**src/rtl/frame_commit_pkg.sv**
```systemverilog
// Shared types and constants for the vblank-synchronised frame commit controller.
package frame_commit_pkg;

  localparam int DEFAULT_NUM_REGS = 16;

  localparam logic [4:0] ADDR_CTRL = 5'd16;
  localparam logic [4:0] ADDR_STAT = 5'd17;

  localparam int CTRL_ARM_BIT     = 0;
  localparam int CTRL_CANCEL_BIT  = 1;
  localparam int CTRL_IRQ_CLR_BIT = 7;

  typedef enum logic [1:0] {
    ST_IDLE,
    ST_ARMED,
    ST_COPY,
    ST_DONE
  } state_t;

  localparam logic [7:0] RESET_BYTES [16] = '{
    8'h00, 8'h32, 8'h01, 8'h2C, 8'h02, 8'h58, 8'h0A, 8'h0F,
    8'h14, 8'h08, 8'h88, 8'h05, 8'h00, 8'hC8, 8'h00, 8'h00
  };

  // Registers beyond the table start at zero when NUM_REGS is enlarged.
  function automatic logic [7:0] reset_byte(input int idx);
    logic [3:0] short_idx;
    short_idx = idx[3:0];
    if (idx < 16) return RESET_BYTES[short_idx];
    return 8'h00;
  endfunction

endpackage

```
**src/rtl/frame_commit_regfile.sv**
```systemverilog
// Shadow (CPU-written) and active (renderer-visible) byte banks with a one-byte-per-cycle copy port.
module frame_commit_regfile
  import frame_commit_pkg::*;
#(
  parameter  int NUM_REGS = DEFAULT_NUM_REGS,
  localparam int IDX_W    = (NUM_REGS > 1) ? $clog2(NUM_REGS) : 1
) (
  input  logic                  clk,
  input  logic                  reset,
  input  logic                  wr_en,
  input  logic [IDX_W-1:0]      wr_idx,
  input  logic [7:0]            wr_data,
  input  logic                  copy_en,
  input  logic [IDX_W-1:0]      copy_idx,
  output logic [8*NUM_REGS-1:0] active_flat
);

  logic [7:0] shadow [NUM_REGS];
  logic [7:0] active [NUM_REGS];

  // NOTE: both banks are reset explicitly because the renderer needs a valid
  // initial frame; this keeps them as flops rather than a RAM macro.
  always_ff @(posedge clk or posedge reset) begin
    if (reset) begin
      for (int k = 0; k < NUM_REGS; k++) shadow[k] <= reset_byte(k);
    end else if (wr_en) begin
      shadow[wr_idx] <= wr_data;
    end
  end

  // NOTE: non-blocking assignment means a same-cycle shadow write to the byte
  // being copied is not seen here; the pre-write value is committed.
  always_ff @(posedge clk or posedge reset) begin
    if (reset) begin
      for (int k = 0; k < NUM_REGS; k++) active[k] <= reset_byte(k);
    end else if (copy_en) begin
      active[copy_idx] <= shadow[copy_idx];
    end
  end

  for (genvar g = 0; g < NUM_REGS; g++) begin : g_flat
    assign active_flat[8*g +: 8] = active[g];
  end

endmodule

```
**src/rtl/frame_commit_ctrl.sv**
```systemverilog
// Avalon-MM slave that commits shadow game registers to the renderer on a vblank rising edge.
// Optional macro COMMIT_IRQ_EN enables the commit interrupt (irq tied low otherwise).
module frame_commit_ctrl
  import frame_commit_pkg::*;
#(
  parameter int NUM_REGS = DEFAULT_NUM_REGS
) (
  input  logic                  clk,
  input  logic                  reset,
  input  logic                  chipselect,
  input  logic                  write,
  input  logic                  read,
  input  logic [4:0]            address,
  input  logic [7:0]            writedata,
  output logic [7:0]            readdata,
  input  logic                  vblank,
  output logic [8*NUM_REGS-1:0] active_regs,
  output logic                  busy,
  output logic                  commit_done,
  output logic                  irq
);

  localparam int IDX_W = (NUM_REGS > 1) ? $clog2(NUM_REGS) : 1;

  state_t           state, state_nxt;
  logic             pending, pending_nxt;
  logic             vblank_q;
  logic [IDX_W-1:0] copy_idx;
  logic [4:0]       frame_count;
  logic             irq_q;

  logic bus_wr, ctrl_wr, shadow_wr, arm_req, cancel_req;
  logic vblank_rise, copy_start, last_copy;

  assign bus_wr      = chipselect & write;
  assign ctrl_wr     = bus_wr & (address == ADDR_CTRL);
  assign shadow_wr   = bus_wr & (int'(address) < NUM_REGS);
  assign arm_req     = ctrl_wr & writedata[CTRL_ARM_BIT];
  assign cancel_req  = ctrl_wr & writedata[CTRL_CANCEL_BIT];
  assign vblank_rise = vblank & ~vblank_q;
  assign copy_start  = (state == ST_ARMED) & pending & vblank_rise;
  assign last_copy   = (copy_idx == IDX_W'(NUM_REGS - 1));

  // Cancel has the last word so a simultaneous arm+cancel leaves nothing pending.
  always_comb begin
    pending_nxt = pending;
    if (copy_start) pending_nxt = 1'b0;
    if (arm_req)    pending_nxt = 1'b1;
    if (cancel_req) pending_nxt = 1'b0;
  end

  always_ff @(posedge clk or posedge reset) begin
    if (reset) state <= ST_IDLE;
    else       state <= state_nxt;
  end

  // NOTE: state_nxt is defaulted before the case so no path leaves it unassigned
  // and no latch is inferred.
  always_comb begin
    state_nxt = state;
    unique case (state)
      ST_IDLE:  if (pending) state_nxt = ST_ARMED;
      ST_ARMED: begin
        if (!pending)        state_nxt = ST_IDLE;
        else if (vblank_rise) state_nxt = ST_COPY;
      end
      ST_COPY:  if (last_copy) state_nxt = ST_DONE;
      ST_DONE:  state_nxt = pending_nxt ? ST_ARMED : ST_IDLE;
      default:  state_nxt = ST_IDLE;
    endcase
  end

  always_comb begin
    busy        = (state == ST_COPY);
    commit_done = (state == ST_DONE);
  end

  always_ff @(posedge clk or posedge reset) begin
    if (reset) begin
      vblank_q    <= 1'b0;
      pending     <= 1'b0;
      copy_idx    <= '0;
      frame_count <= '0;
      readdata    <= 8'h00;
    end else begin
      vblank_q <= vblank;
      pending  <= pending_nxt;
      if (state == ST_COPY && !last_copy) copy_idx <= copy_idx + 1'b1;
      else                                copy_idx <= '0;
      if (state == ST_DONE) frame_count <= frame_count + 1'b1;
      if (chipselect && read && address == ADDR_STAT)
        readdata <= {busy, pending, irq_q, frame_count};
      else
        readdata <= 8'h00;
    end
  end

`ifdef COMMIT_IRQ_EN
  // A commit finishing in the same cycle as a clear keeps the interrupt raised.
  always_ff @(posedge clk or posedge reset) begin
    if (reset)                                      irq_q <= 1'b0;
    else if (state == ST_DONE)                      irq_q <= 1'b1;
    else if (ctrl_wr && writedata[CTRL_IRQ_CLR_BIT]) irq_q <= 1'b0;
  end
`else
  assign irq_q = 1'b0;
`endif

  assign irq = irq_q;

  frame_commit_regfile #(.NUM_REGS(NUM_REGS)) u_regfile (
    .clk         (clk),
    .reset       (reset),
    .wr_en       (shadow_wr),
    .wr_idx      (address[IDX_W-1:0]),
    .wr_data     (writedata),
    .copy_en     (busy),
    .copy_idx    (copy_idx),
    .active_flat (active_regs)
  );

endmodule

```
**config.mk**
```make
export PLATFORM = sky130hd
export DESIGN_NAME = frame_commit_ctrl
export DESIGN_NICKNAME = d
export VERILOG_FILES = /design/src/rtl/frame_commit_pkg.sv /design/src/rtl/frame_commit_regfile.sv /design/src/rtl/frame_commit_ctrl.sv
export SDC_FILE = /design/constraint.sdc
export NUM_CORES = 1
export LEC_CHECK = 0
export ABC_AREA = 1
export CAP_MARGIN = 25
export CORE_MARGIN = 4
export CORE_UTILIZATION = 55
export DETAILED_ROUTE_END_ITERATION = 10
export HOLD_SLACK_MARGIN = 0.12
export PLACE_DENSITY = 0.79
export SYNTH_ARGS = -nofsm -noshare
export SYNTH_HDL_FRONTEND = slang
export SYNTH_SLANG_ARGS = --single-unit
```
**constraint.sdc**
```tcl
create_clock -name clk -period 13.8 [get_ports clk]
set_clock_uncertainty 0.05 [all_clocks]
set_input_delay 2.76 -clock clk [delete_from_list [all_inputs] [get_ports clk]]
set_output_delay 2.76 -clock clk [all_outputs]
set_load 0.01 [all_outputs]
```
# ---- Yosys cells after proc, flatten, opt, wreduce, memory -nomap -nowiden
# Cells that the tools add are included.
dict set report classes {
  eq_ne 9
  mux 20
  reduce_logical 8
  n_addsub 2
  magnitude_cmp 5
  n_bitwise 11
}
# op count
set ops {}
lappend ops {{$bwmux W128} 2}
lappend ops {{$demux W8 S4} 2}
lappend ops {{$mux W8} 5}
lappend ops {{$bmux W8 S4} 1}
lappend ops {{$eq A5 B5 Y1 const B} 2}
lappend ops {{$ge A5 B5 Y1 const B} 2}
lappend ops {{$lt A5 B1 Y1 const B} 2}
lappend ops {{$not A4 Y5} 2}
lappend ops {{$and A1 B1 Y1} 8}
lappend ops {{$mux W2} 4}
lappend ops {{$pmux W2 S4} 1}
lappend ops {{$add A5 B1 Y5 const B} 1}
lappend ops {{$logic_and A1 B1 Y1} 5}
lappend ops {{$lt A5 B5 Y1 const B} 1}
lappend ops {{$add A4 B1 Y4 const B} 1}
lappend ops {{$eq A2 B2 Y1 const B} 2}
lappend ops {{$eq A4 B4 Y1 const B} 1}
lappend ops {{$mux W1} 4}
lappend ops {{$mux W4} 1}
lappend ops {{$ne A3 B3 Y1 const B} 1}
lappend ops {{$reduce_and A3 Y1} 1}
lappend ops {{$eq A2 B1 Y1 const B} 1}
lappend ops {{$logic_not A2 Y1} 1}
lappend ops {{$ne A2 B1 Y1 const B} 1}
lappend ops {{3 further kinds} 3}
dict set report totals {
  elab_cells 93
  output_inout_bits 139
  ff_bits 277
}

# ---- Depth between registers and ports, before layout
dict set report logic_depth {
  word_depth 8
  depth_mapped 13
  depth_no_buf 9
}

# ---- Cells and area by module
# Synthesis repeated with hierarchy kept, for this count alone.
dict set report unflattened {
  hier_cells 1475
  area_unflattened_um2 12263.0
}
# module n_inst area_each_um2 seq_area_each_um2 cells_per_inst
set by_module_without_submodules {}
lappend by_module_without_submodules {frame_commit_regfile 1 11382.2 6473.7 1382}
lappend by_module_without_submodules {frame_commit_ctrl 1 880.8 500.5 93}

# ---- Least setup slack after synthesis
# OpenSTA, ideal clock, no wires.
dict set report synth_timing {
  path_type {input port to flip-flop}
  startpoint {in address[2]}
  endpoint {reg u_regfile.shadow[121] (netlist name)}
  setup_slack_ns 9.854
  arrival_ns 3.770
  stages 6
  path_buffers 2
  required_time_ns 13.624
  cell_sequence {clkbuf_1 > nor2_1 > nand2_1 > nor2_1 > buf_2 > o21ai_0}
}
dict set report synth_between {
  elab_chain_len 6
}
# element line_no
set synth_lines {}
lappend synth_lines {{start, declared} frame_commit_ctrl.sv:13} ;# input logic [4:0] address,
lappend synth_lines {{$not A4 Y5 (implied by the code)} frame_commit_regfile.sv:27} ;# shadow[wr_idx] <= wr_data;
lappend synth_lines {{$ge A5 B5 Y1 (implied by the code) or $lt A5 B1 Y1 (tied branches)} frame_commit_regfile.sv:27}
lappend synth_lines {{$logic_and A1 B1 Y1 (implied by the code)} frame_commit_regfile.sv:27}
lappend synth_lines {{$mux W8 (implied by the code)} frame_commit_regfile.sv:27}
lappend synth_lines {{$demux W8 S4} frame_commit_regfile.sv:27}
lappend synth_lines {{$bwmux W128} frame_commit_regfile.sv:27}
lappend synth_lines {{end signal, assigned by index} frame_commit_regfile.sv:27}
lappend synth_lines {{end, declared} frame_commit_regfile.sv:18} ;# logic [7:0] shadow [NUM_REGS];
# Several ways; a longest one is shown, not always the timed one.
# A chain may end at the register's enable or synchronous reset.

==> flow_summary_export.csv <==
group,metric,value,unit
synth,avgSynthCellArea,8.10,µm²
clocking,cts_max_path_buffers,3,
timing,min_period,5.10,ns
setup_path,crit_top_cell,"buf_4",
run_status,status,"complete, no violations",
setup_path,reg2reg_slack,10.63,ns
worst_hold_path,whs_path_depth,2,
floorplan,floorplan.initialDensity,0.564,
synth,synth_area_leaders,"dfrtp_1, nand2_1, dfstp_2",
synth,synth_top_flop_cell,"dfrtp_1",
setup_path,worst_setup_path_start_kind,"input port",
global_routing,grt_pass1_vias,10154,
synth,synth-compound-area-share,0.106,
layout,fillers,1767,
setup_path,worstPathArrival,5.58,ns
synth,async_flop_share,1.00,
setup_path,worstSetupPathType,"in2async",
synth,synth_largest_area_cell,"dfrtp_1",
setup_path,crit_path_max_fanout,129,
clocking,numCtsBuffers,29,
floorplan,dieArea,25000,µm²
setup_path,crit_slowest_cell,"buf_4",
setup_path,setup.worst_path.end_class,"async pin",
global_routing,grt_max_degree,138,
clocking,cts_tree,"done",
synth,synth_edf_count,0,
power,p_leak,7.38,nW
setup_path,reg2reg_from,"copy_idx[0]",
timing,finalSetupTns,0,ns
setup_path,crit_family,"buffers and inverters",
global_routing,grt_overflow,0,
global_routing,grt_pass1_wl,54100,µm
layout,multi_input_area,4410,µm²
clocking,cts_setup_buffers,0,
timing,rsz0062_at_grt,"false",
synth,synth_warnings,0,
synth,yosys-top-cells-count,"nand2_1, dfrtp_1, o21ai_1",
routing,drc,0,
synth,synth_top_family_by_area,"simple AND/OR/NAND/NOR gates",
synth,synthAdderAreaFrac,0.00505,
setup_path,path_buf_inv,5,
synth,syn_inst,1528,
layout,final_util,0.679,
routing,drt_first_pass_iters,6,
synth,synth.most_common_cell,"nand2_1",
synth,ys_types,23,
layout,antenna_cells,0,
timing,period_share,0.369,
layout,seqCellArea,6980,µm²
setup_path,path_cells,"clkdlybuf4s50_1 -> inv_8 -> buf_16 -> buf_4 -> buf_4",
timing,setup_viol,0,
timing,relSlewSlack,0.302,
synth,yosys_register_bits,276,
setup_path,ff2ff_path_depth,10,
layout,syn2layout_area_growth,20.4,%
timing,fmax,0.196,GHz
global_routing,antenna_found_initial,0,
timing,worstMarginPinSlew,1.04,ns
clocking,clk_pin_slew,0.06,ns
synth,synth_area,12400,µm²
setup_path,slowest_delay,0.81,ns
placement,dp_hpwl,21900,µm
power,finalPower,0.00203,W
floorplan,die_w,158,µm
routing,ant_nets,0,
routing,drt-total-wl,34400,µm
clocking,cts_sinks,276,
clocking,ctsResizeCount,0,
synth,synth-simple-area-share,0.241,
floorplan,rows,54,
synth,yosysSeqAreaShare,0.563,
placement,routabilityCongestion,0.852,
power,p_per_area,136,nW/µm²
routing,via_per_inst,5.52,
synth,synth_xor_xnor_area_share,0.00354,
floorplan,ios,158,
clocking,root_buffer,"clkbuf_16",
clocking,ctsHoldBuffers,0,
placement,port_buffers,155,
routing,post_drt_wl_per_cell,17.5,µm
run,cap_violations,0,
clocking,clock_latency,0.54,ns
timing,report.final.slew_viol_count,0,
floorplan,die_y,158,µm
clocking,h-tree-depth,1,
synth,synth_top_area_frac,0.449,
setup_path,reg2reg_to,"u_regfile.active_flat[100]",
setup_path,cp.required,14.28,ns
global_routing,grt_usage,0.272,
synth,synth.area.mux_share,0,
worst_hold_path,min_to,"u_regfile.active_flat[88]",
layout,nNetsFinal,1679,
routing,vias,10815,
worst_hold_path,holdCritStartpoint,"u_regfile.active_flat[88]",
layout,drive_gt1_frac,0.0858,
routing,drtIter0Drc,1092,
floorplan,core,22000,µm²
worst_hold_path,hold_path_class,"reg2reg",
power,ir_worst_vdd,105,µV
timing,finalHoldViolCount,0,
placed cells by master (no fill, tap or decap), types with 2 or more instances in the layout:
| cell | instances |
|---|---|
| nor2_1 | 28 |
| inv_1 | 143 |
| clkbuf_8 | 8 |
| dfrtp_1 | 221 |
| ha_1 | 5 |
| nand3_1 | 63 |
| buf_4 | 4 |
| conb_1 | 2 |
| nand2_2 | 8 |
| clkdlybuf4s50_1 | 155 |
| o21ai_1 | 179 |
| clkinv_2 | 2 |
| nor2_2 | 14 |
| nand2_1 | 625 |
| nand4_1 | 8 |
| nor3_1 | 3 |
| clkbuf_1 | 13 |
| a21oi_1 | 3 |
| xor2_1 | 5 |
| o21ai_0 | 80 |
| clkbuf_16 | 29 |
| inv_2 | 18 |
| dfstp_2 | 54 |
worst register-to-register path: cells and delay by family (launching register included):
family | cells | cell delay [ns]
AO/OA/AOI/OAI | 1 | 0.20
buffers and inverters | 3 | 1.37
flip-flops | 1 | 0.34
AND/OR/NAND/NOR | 6 | 1.14
cell type report:
cell class / instances / area share
clock buffers: 50 / 0.0593
multi-input cells: 1025 / 0.296
flip-flops and latches: 276 / 0.468
clock inverters: 4 / 0.00327
well taps: 280 / 0.0235
inverters: 162 / 0.0413
repair buffers: 161 / 0.109
through the flow:
stage / hold WS (ns) / area, µm² / std cells / setup WS (ns)
detailed placement: 0.410 / 14000 / 1903 / 7.94
CTS: 0.420 / 14900 / 1957 / 8.49
global placement: 0.406 / 13900 / 1902 / 7.96
global route: 0.426 / 14900 / 1958 / 8.31
floorplan: 0.392 / 12400 / 1529 / 3.47
finish: 0.419 / 14900 / 1958 / 8.70
metal layers:
layer | GRT usage | share of wire | vias up
met5 | 0.00198 | 0 | -
met4 | 0.0768 | 0.027 | 0
met3 | 0.0388 | 0.084 | 70
met2 | 0.438 | 0.47 | 519
met1 | 0.392 | 0.42 | 5198
li1 | - | - | 5028
state kept, by name, summed over array words and instances (netlist names), named ones only:
signal / flops
copy_idx: 4
frame_count: 5
pending: 1
readdata: 7
state: 1
u_regfile.active_flat: 128
u_regfile.shadow: 128
vblank_q: 1
logic make-up after synthesis:
family	Yosys count
AND/OR/NAND/NOR	750
other	1
adder cells (fa/ha/maj)	5
AO/OA/AOI/OAI	263
buffers and inverters	228
flip-flops	276
XOR/XNOR	5
worst max path at each step:
stage / depth (start not counted) / startpoint / endpoint / slack, ns
finish: 5 / reset / u_regfile.active_flat[108] / 8.70
global route: 5 / reset / u_regfile.active_flat[108] / 8.31
CTS: 4 / reset / u_regfile.active_flat[114] / 8.49
detailed placement: 4 / reset / u_regfile.shadow[17] / 7.94
global placement: 4 / reset / u_regfile.active_flat[112] / 7.96
floorplan: 1 / reset / async pin / 3.47
report_power, final:
group          internal (W)  leakage, nW  switching, W  total, W
Combinational      0.000115         3.39      0.000209  0.000324
Clock              0.000450        0.457      0.000309  0.000759
Sequential         0.000897         3.53     0.0000453  0.000942
No activity file was read; power rests on OpenSTA's default activity.
